$ cat src/rtl/core0_pkg.sv
// core0_pkg: shared state, opcode and datapath-select encodings for the multicycle core.
package core0_pkg;
  typedef enum logic [3:0] {
    S_FETCH, S_DECODE, S_MEMADR, S_MEMREAD, S_MEMWB,
    S_MEMWRITE, S_EXECUTER, S_ALUWB, S_BEQ, S_HALT
  } state_t;
  localparam logic [6:0] OP_LOAD  = 7'b0000011;
  localparam logic [6:0] OP_STORE = 7'b0100011;
  localparam logic [6:0] OP_RTYPE = 7'b0110011;
  localparam logic [6:0] OP_BEQ   = 7'b1100011;
  localparam logic [2:0] ALU_ADD = 3'b000;
  localparam logic [2:0] ALU_SUB = 3'b001;
  localparam logic [2:0] ALU_AND = 3'b010;
  localparam logic [2:0] ALU_OR  = 3'b011;
  localparam logic [2:0] ALU_BAD = 3'b111;
  localparam logic [1:0] ALUOP_ADD = 2'b00;
  localparam logic [1:0] ALUOP_SUB = 2'b01;
  localparam logic [1:0] ALUOP_R   = 2'b10;
  localparam logic [1:0] SRCA_PC    = 2'b00;
  localparam logic [1:0] SRCA_OLDPC = 2'b01;
  localparam logic [1:0] SRCA_RS1   = 2'b10;
  localparam logic [1:0] SRCB_RS2  = 2'b00;
  localparam logic [1:0] SRCB_IMM  = 2'b01;
  localparam logic [1:0] SRCB_FOUR = 2'b10;
  localparam logic [1:0] RES_ALUOUT = 2'b00;
  localparam logic [1:0] RES_DATA   = 2'b01;
  localparam logic [1:0] RES_ALU    = 2'b10;
  localparam logic [1:0] IMM_I = 2'b00;
  localparam logic [1:0] IMM_S = 2'b01;
  localparam logic [1:0] IMM_B = 2'b10;
endpackage

$ cat src/rtl/alu_decoder.sv
// alu_decoder: maps the FSM's ALU operation class plus func3/func7[5] to alu_ctrl.
module alu_decoder
  import core0_pkg::*;
(
  input  logic [1:0] alu_op,
  input  logic [2:0] func3,
  input  logic       func7_5,
  output logic [2:0] alu_ctrl
);
  logic [2:0] r_ctrl;
  assign r_ctrl = (func3 == 3'b000) ? (func7_5 ? ALU_SUB : ALU_ADD) :
                  (func3 == 3'b111) ? ALU_AND :
                  (func3 == 3'b110) ? ALU_OR  : ALU_BAD;
  assign alu_ctrl = (alu_op == ALUOP_R)   ? r_ctrl :
                    (alu_op == ALUOP_SUB) ? ALU_SUB : ALU_ADD;
endmodule

$ cat src/rtl/multicycle_controller.sv
// multicycle_controller: load/store/R-type/beq multicycle control FSM with illegal-op halt.
module multicycle_controller
  import core0_pkg::*;
(
  input  logic       clk,
  input  logic       rst_n,
  input  logic [6:0] op,
  input  logic [2:0] func3,
  input  logic [6:0] func7,
  input  logic       alu_zero,
  input  logic       mem_ready,
  output logic       mem_req,
  output logic       mem_write,
  output logic       adr_src,
  output logic       pc_write,
  output logic       ir_write,
  output logic       reg_write,
  output logic [1:0] alu_src_a,
  output logic [1:0] alu_src_b,
  output logic [2:0] alu_ctrl,
  output logic [1:0] imm_src,
  output logic [1:0] result_src,
  output logic       retire,
  output logic       halted
);
  state_t state_q, state_d;
  logic [1:0] alu_op;
  logic [2:0] dec_ctrl;
  logic unused_func7;
  assign unused_func7 = ^{func7[6], func7[4:0]};
  alu_decoder u_alu_decoder (
    .alu_op  (alu_op),
    .func3   (func3),
    .func7_5 (func7[5]),
    .alu_ctrl(dec_ctrl)
  );
  // Decoder output is gated too, so every output reads 0 while reset is held.
  assign alu_ctrl = rst_n ? dec_ctrl : ALU_ADD;
  always_ff @(posedge clk or negedge rst_n)
    if (!rst_n) state_q <= S_FETCH;
    else        state_q <= state_d;
  always_comb begin
    state_d    = state_q;
    mem_req    = 1'b0;
    mem_write  = 1'b0;
    adr_src    = 1'b0;
    pc_write   = 1'b0;
    ir_write   = 1'b0;
    reg_write  = 1'b0;
    alu_src_a  = SRCA_PC;
    alu_src_b  = SRCB_RS2;
    imm_src    = IMM_I;
    result_src = RES_ALUOUT;
    retire     = 1'b0;
    halted     = 1'b0;
    alu_op     = ALUOP_ADD;
    if (rst_n)
      case (state_q)
        S_FETCH: begin
          mem_req    = 1'b1;
          alu_src_b  = SRCB_FOUR;
          result_src = RES_ALU;
          ir_write   = mem_ready;
          pc_write   = mem_ready;
          state_d    = mem_ready ? S_DECODE : S_FETCH;
        end
        S_DECODE: begin
          alu_src_a = SRCA_OLDPC;
          alu_src_b = SRCB_IMM;
          imm_src   = IMM_B;
          state_d   = (op == OP_LOAD || op == OP_STORE) ? S_MEMADR :
                      (op == OP_RTYPE) ? S_EXECUTER :
                      (op == OP_BEQ)   ? S_BEQ : S_HALT;
        end
        S_MEMADR: begin
          alu_src_a = SRCA_RS1;
          alu_src_b = SRCB_IMM;
          imm_src   = (op == OP_STORE) ? IMM_S : IMM_I;
          state_d   = (op == OP_STORE) ? S_MEMWRITE : S_MEMREAD;
        end
        S_MEMREAD: begin
          mem_req = 1'b1;
          adr_src = 1'b1;
          state_d = mem_ready ? S_MEMWB : S_MEMREAD;
        end
        S_MEMWB: begin
          result_src = RES_DATA;
          reg_write  = 1'b1;
          retire     = 1'b1;
          state_d    = S_FETCH;
        end
        S_MEMWRITE: begin
          mem_req   = 1'b1;
          mem_write = 1'b1;
          adr_src   = 1'b1;
          retire    = mem_ready;
          state_d   = mem_ready ? S_FETCH : S_MEMWRITE;
        end
        S_EXECUTER: begin
          alu_src_a = SRCA_RS1;
          alu_op    = ALUOP_R;
          state_d   = S_ALUWB;
        end
        S_ALUWB: begin
          reg_write = 1'b1;
          retire    = 1'b1;
          state_d   = S_FETCH;
        end
        S_BEQ: begin
          alu_src_a = SRCA_RS1;
          alu_op    = ALUOP_SUB;
          pc_write  = alu_zero;
          retire    = 1'b1;
          state_d   = S_FETCH;
        end
        S_HALT: halted = 1'b1;
        default: state_d = S_FETCH;
      endcase
  end
endmodule

$ cat config.mk
export PLATFORM = sky130hd
export DESIGN_NAME = multicycle_controller
export DESIGN_NICKNAME = d
export VERILOG_FILES = /design/src/rtl/core0_pkg.sv /design/src/rtl/alu_decoder.sv /design/src/rtl/multicycle_controller.sv
export SDC_FILE = /design/constraint.sdc
export NUM_CORES = 1
export LEC_CHECK = 0
export CORE_UTILIZATION = 36
export CTS_BUF_LIST = sky130_fd_sc_hd__clkbuf_16
export DETAILED_ROUTE_END_ITERATION = 6
export PLACE_DENSITY = 0.79
export SETUP_SLACK_MARGIN = 0.3
export SYNTH_ARGS = -nofsm -noshare
export SYNTH_HDL_FRONTEND = slang
export SYNTH_SLANG_ARGS = --single-unit
$ cat constraint.sdc
create_clock -name clk -period 2.5 [get_ports clk]
set_input_delay 0.75 -clock clk [delete_from_list [all_inputs] [get_ports clk]]
set_output_delay 0.75 -clock clk [all_outputs]
set_load 0.01 [all_outputs]
# Word level (Yosys, flattened, before mapping)
# Cells that the tools add are included.
[totals]
n_memories = 0
word_cells = 71
in_bits = 21
output_inout_bits = 19
latchBits = 0
mem_bits_ro = 0
ramBits = 0
regBits = 4
[op_classes]
magnitude_cmp = 0
bitwise = 1
add_sub_neg = 0
n_mux = 42
div = 0
n_reduce_logical = 10
n_shift = 0
eq_ne = 17
mul = 0
[ops]
columns = ["op", "n"]
rows = [
  ["4-bit case mux with 7 select lines", 1],
  ["3-bit 2-to-1 mux", 8],
  ["2-bit case mux with 2 select lines", 5],
  ["1-bit 2-to-1 mux", 19],
  ["4-bit by 3-bit == test with 1-bit output, second input constant", 4],
  ["7-bit by 6-bit == test with 1-bit output, second input constant", 2],
  ["2-bit 2-to-1 mux", 5],
  ["3-bit OR reduction", 3],
  ["4-bit by 2-bit == test with 1-bit output, second input constant", 2],
  ["4-bit == test, second input constant", 2],
  ["4-bit 2-to-1 mux", 2],
  ["7-bit by 2-bit == test with 1-bit output, second input constant", 1],
  ["7-bit == test, second input constant", 1],
  ["3-bit == test, second input constant", 2],
  ["2-bit OR reduction", 3],
  ["4-bit by 1-bit == test with 1-bit output, second input constant", 1],
  ["4-bit zero test", 1],
  ["1-bit case mux with 2 select lines", 2],
  ["3-bit zero test", 1],
  ["2-bit by 1-bit == test with 1-bit output, second input constant", 1],
  ["2-bit == test, second input constant", 1],
  ["2-bit AND reduction", 1],
  ["1-bit logical OR", 1],
  ["1-bit inverter", 1],
]

# Logic depth before layout (Yosys ltp)
[depth]
word_depth = 7
depth_mapped = 6
mapped_depth_nobuf = 4

# By module
# A second synthesis with hierarchy kept.
[hier_totals]
hier_cells = 88
hier_area_um2 = 603.1
[modules_own_cells]
columns = ["mod", "area_per_inst_um2", "cells_per_inst", "instances", "seq_area_each_um2"]
rows = [
  ["multicycle_controller", 554.3, 81, 1, 100.1],
  ["alu_decoder", 48.8, 7, 1, 0.0],
]

# Worst setup path after synthesis
# OpenSTA, ideal clock, no wires.
[synth_timing]
path_kind = "input-to-output"
startpoint = "in rst_n"
endpoint = "out mem_req"
n_path_buf = 1
slack_ps = 13
t_arrival_ps = 1737
t_required_ps = 1750
cell_stages = 4
path_cell_list = "clkbuf_1 > nand2_1 > nor3_1 > or2_1"
[synth_via]
elab_chain_len = 1
[synth_rtl]
columns = ["element", "line_no", "source"]
rows = [
  ["from (decl)", "multicycle_controller.sv:6", "input logic rst_n,"],
  ["1-bit 2-to-1 mux", "multicycle_controller.sv:57", "if (rst_n)"],
  ["to (decl)", "multicycle_controller.sv:12", "output logic mem_req,"],
]
# Every way passes these cells.

# Final worst setup path
[layout_timing]
startpoint = "in op[2]"
endpoint = "out imm_src[0]"
[layout_via]
elab_chain_len = 4
[layout_rtl]
columns = ["element", "line_no", "source"]
rows = [
  ["from (decl)", "multicycle_controller.sv:7", "input logic [6:0] op,"],
  ["7-bit by 6-bit == test with 1-bit output", "multicycle_controller.sv:78", "imm_src = (op == OP_STORE) ? IMM_S : IMM_I;"],
  ["1-bit 2-to-1 mux", "multicycle_controller.sv:78", ""],
  ["2-bit case mux with 2 select lines", "multicycle_controller.sv:58", "case (state_q)"],
  ["2-bit 2-to-1 mux", "multicycle_controller.sv:57", ""],
  ["to (decl)", "multicycle_controller.sv:21", "output logic [1:0] imm_src,"],
]
# Every way passes these cells.

==> reports/summary.txt <==
Status -> finished with violations
Violated checks -> DRC
WHS -> 0.4273 ns
Async SR Flop Fraction -> 100.0%
Mapped cell area -> 635.6 µm²
Met2 wire length -> 1774 µm
CTS Sinks -> 4
Root Buffer -> clkbuf_16
Total gr overflow -> 0
Simple-Gate Fraction of Synth Area -> 46.26%
Core area -> 1577 µm²
Layout area overhead -> 120.7%
RSZ-0062 raised after global routing -> true
Max-cap violations -> 0
Post-synth top cells -> 12 x nor2_1, 6 x nand2b_1, 6 x nor3_1
Leakage -> 0.6845 nW
Vias in the first global route -> 1047
First DRT Iteration DRCs -> 51
Final Hold Viols -> 0
Placed cells -> 157
Worst Path Required -> 1.75 ns
Hold Buf Count CTS -> 0
Slew Limit Fails -> 0
Global-route wire length before repair -> 4519 µm
Synthesized flop and latch total -> 4
Site Rows -> 14
Post-DRT Antenna Nets -> 0
R2R Setup Slk -> 0.80 ns
# IOs -> 40
CP arrival -> 1.58 ns
Vias after detailed routing -> 1075
Reg2reg path depth -> 6
Max reg flops -> 4
Main combinational cell family by area after synthesis -> simple AND/OR/NAND/NOR gates
PwrDens -> 784.6 nW/µm²
Area contributors post-synth -> dfrtp_1 16%, nor2_1 7.1%, nand2b_1 5.9%, nor3_1 4.7%, a21oi_1 3.9%
Maximum VDD drop -> 0.6343 mV
Antenna violations before repair -> 0
Fin nets -> 184
Highest routing layer actually used -> met4
Biggest regs -> state_q: 4 flops
Ant. Diodes -> 0
Tightest Pin Transition -> 0.3773 ns
Post-synthesis mux area share -> 3.150%
GP Congestion -> 0.8770
Pre-antenna DRT Iters -> 7
Synth top area share -> 15.75%
Die ar. -> 1938 µm²
Pin count of the biggest net entering global routing -> 9
Seq/Total Area, Yosys -> 15.75%
Critical Path End Type -> output pin
Worst setup SP type -> input pin
Die X -> 44.02 µm
Xor-xnor portion of the synthesized cell area -> 1.378%
Final period utilization -> 93.10%
Post-Synth Adder-Cell Area -> 0%
Die height -> 44.02 µm
Layout cells sized above 1 -> 60.87%
Netlist cell types -> 39
Dpl hpwl -> 1724 µm
Fillers -> 77
Via density -> 6.073
Final core utilization -> 88.97%
Total GRT Usage -> 32.63%
Biggest register -> state_q
Area leader, netlist -> dfrtp_1
Worst R2R End -> state_q[2]$_DFFE_PN0P_
Post-layout min period -> 2.327 ns
Final cell count without fillers -> 177
Setup CP Type -> input pin to output pin
Number of flops mapped to enable cells by yosys -> 0
Primary FF master, synth -> dfrtp_1
Count leader, synth -> nor2_1
Final wirelength -> 3548 µm
Clock skew -> 0.004631 ns
F_max -> 429.7 MHz
RR Startpoint -> state_q[1]$_DFFE_PN0P_
Clk buf depth -> 2
Yosys warns -> 0
Met3 Wirelength -> 292 µm
Register Area -> 105.1 µm²
Syn_nets -> 113
DR WL/cell -> 20.05 µm
Worst min path class -> input pin to async pin
WL met1 -> 1240 µm
Clock slew at reported path FFs -> 0.03 ns
Initial Util -> 40.32%
Synth Area in Compound Gates -> 22.83%
Clock buffer count from CTS -> 3
Port Buffers -> 33
CTS tree -> done
Multi-input gate area -> 610.6 µm²
Synth Instances -> 92
H-tree level count -> 1
Worst-path maximum fanout -> 2
Slew HR -> 74.79%
Remaining DRCs -> 3
Setup violators final -> 0
Clock latency on the worst-skew pair -> 0.23 ns
Syn_area_per_cell -> 6.909 µm²
[per-stage QoR]
step	TNS (ns)	power (W)	worst slack, ns	area (µm²)
2_1_floorplan	0	0.0004453	0.2546	665.6
3_3_place_gp	-9.338	0.0006593	-0.5710	1142
3_5_place_dp	-9.785	0.0006735	-0.5921	1142
4_1_cts	0	0.0009595	0.08495	1274
5_1_grt	0	0.001148	0.1201	1403
6_report	0	0.001100	0.1726	1403
[power by group]
part / leakage [nW] / switching (W) / internal, W
registers: 0.0447 / 0.0000616 / 0.0000905
clock network: 0.0370 / 0.0000581 / 0.000206
logic: 0.603 / 0.000352 / 0.000333
total: 0.685 / 0.000471 / 0.000629
[critical path, cell delays in order]
cell and delay [ns]:
buf_6 0.09, and4bb_1 0.29, nand3b_1 0.12, nor4_2 0.16
buf_2 0.17
[cells by family (layout without fill, tap and decap cells)]
family | after synthesis | in the layout
mux | 2 | 2
xor+xnor | 1 | 1
buf+inv | 12 | 81
simple gates | 52 | 52
compound gates | 21 | 21
flops | 4 | 4
[routing by layer]
layer  global-route usage (%)  up-vias
li1                         -      470
met1                    33.67      506
met2                    55.00       73
met3                    8.163       26
met4                    27.27        0
met5                        0        -
[worst max path at each step]
stage,start,depth (start not counted),end,slack [ns]
global route,op[2],5,imm_src[0],0.12
finish,op[2],5,imm_src[0],0.17
detailed placement,rst_n,5,imm_src[1],-0.59
floorplan,rst_n,5,mem_req,0.25
CTS,op[3],5,imm_src[0],0.08
global placement,rst_n,4,imm_src[0],-0.57
[placed cells by master, fill, tap and decap left out, drive strengths merged, types with 2 or more instances in the layout]
cell type and n:
nand2b 6, mux2i 2, or2 2, nor4 2, clkbuf 9, a21oi 5
o21a 2, o21ai 5, buf 61, and3 2, nand2 5, dfrtp 4
a21boi 2, nor2b 4, clkdlybuf4s15 2, nand3 5, dlygate4sd2 4, nor2 13
inv 4, nor3 6
[what timing repair did]
item / CTS / global route
gates resized for setup: 113 / 37
buffers inserted: 10 / 7
endpoints found under the setup margin: 19 / 17
pin swaps: 10 / 11
[area by class of cell]
class / count / share of cell area, %
Tap cell: 16 / 1.427
Inverter: 4 / 1.249
Multi-Input combinational cell: 76 / 43.53
Timing Repair Buffer: 74 / 40.95
Clock buffer: 3 / 5.352
Sequential cell: 4 / 7.493
No activity file was read; power rests on OpenSTA's default activity.
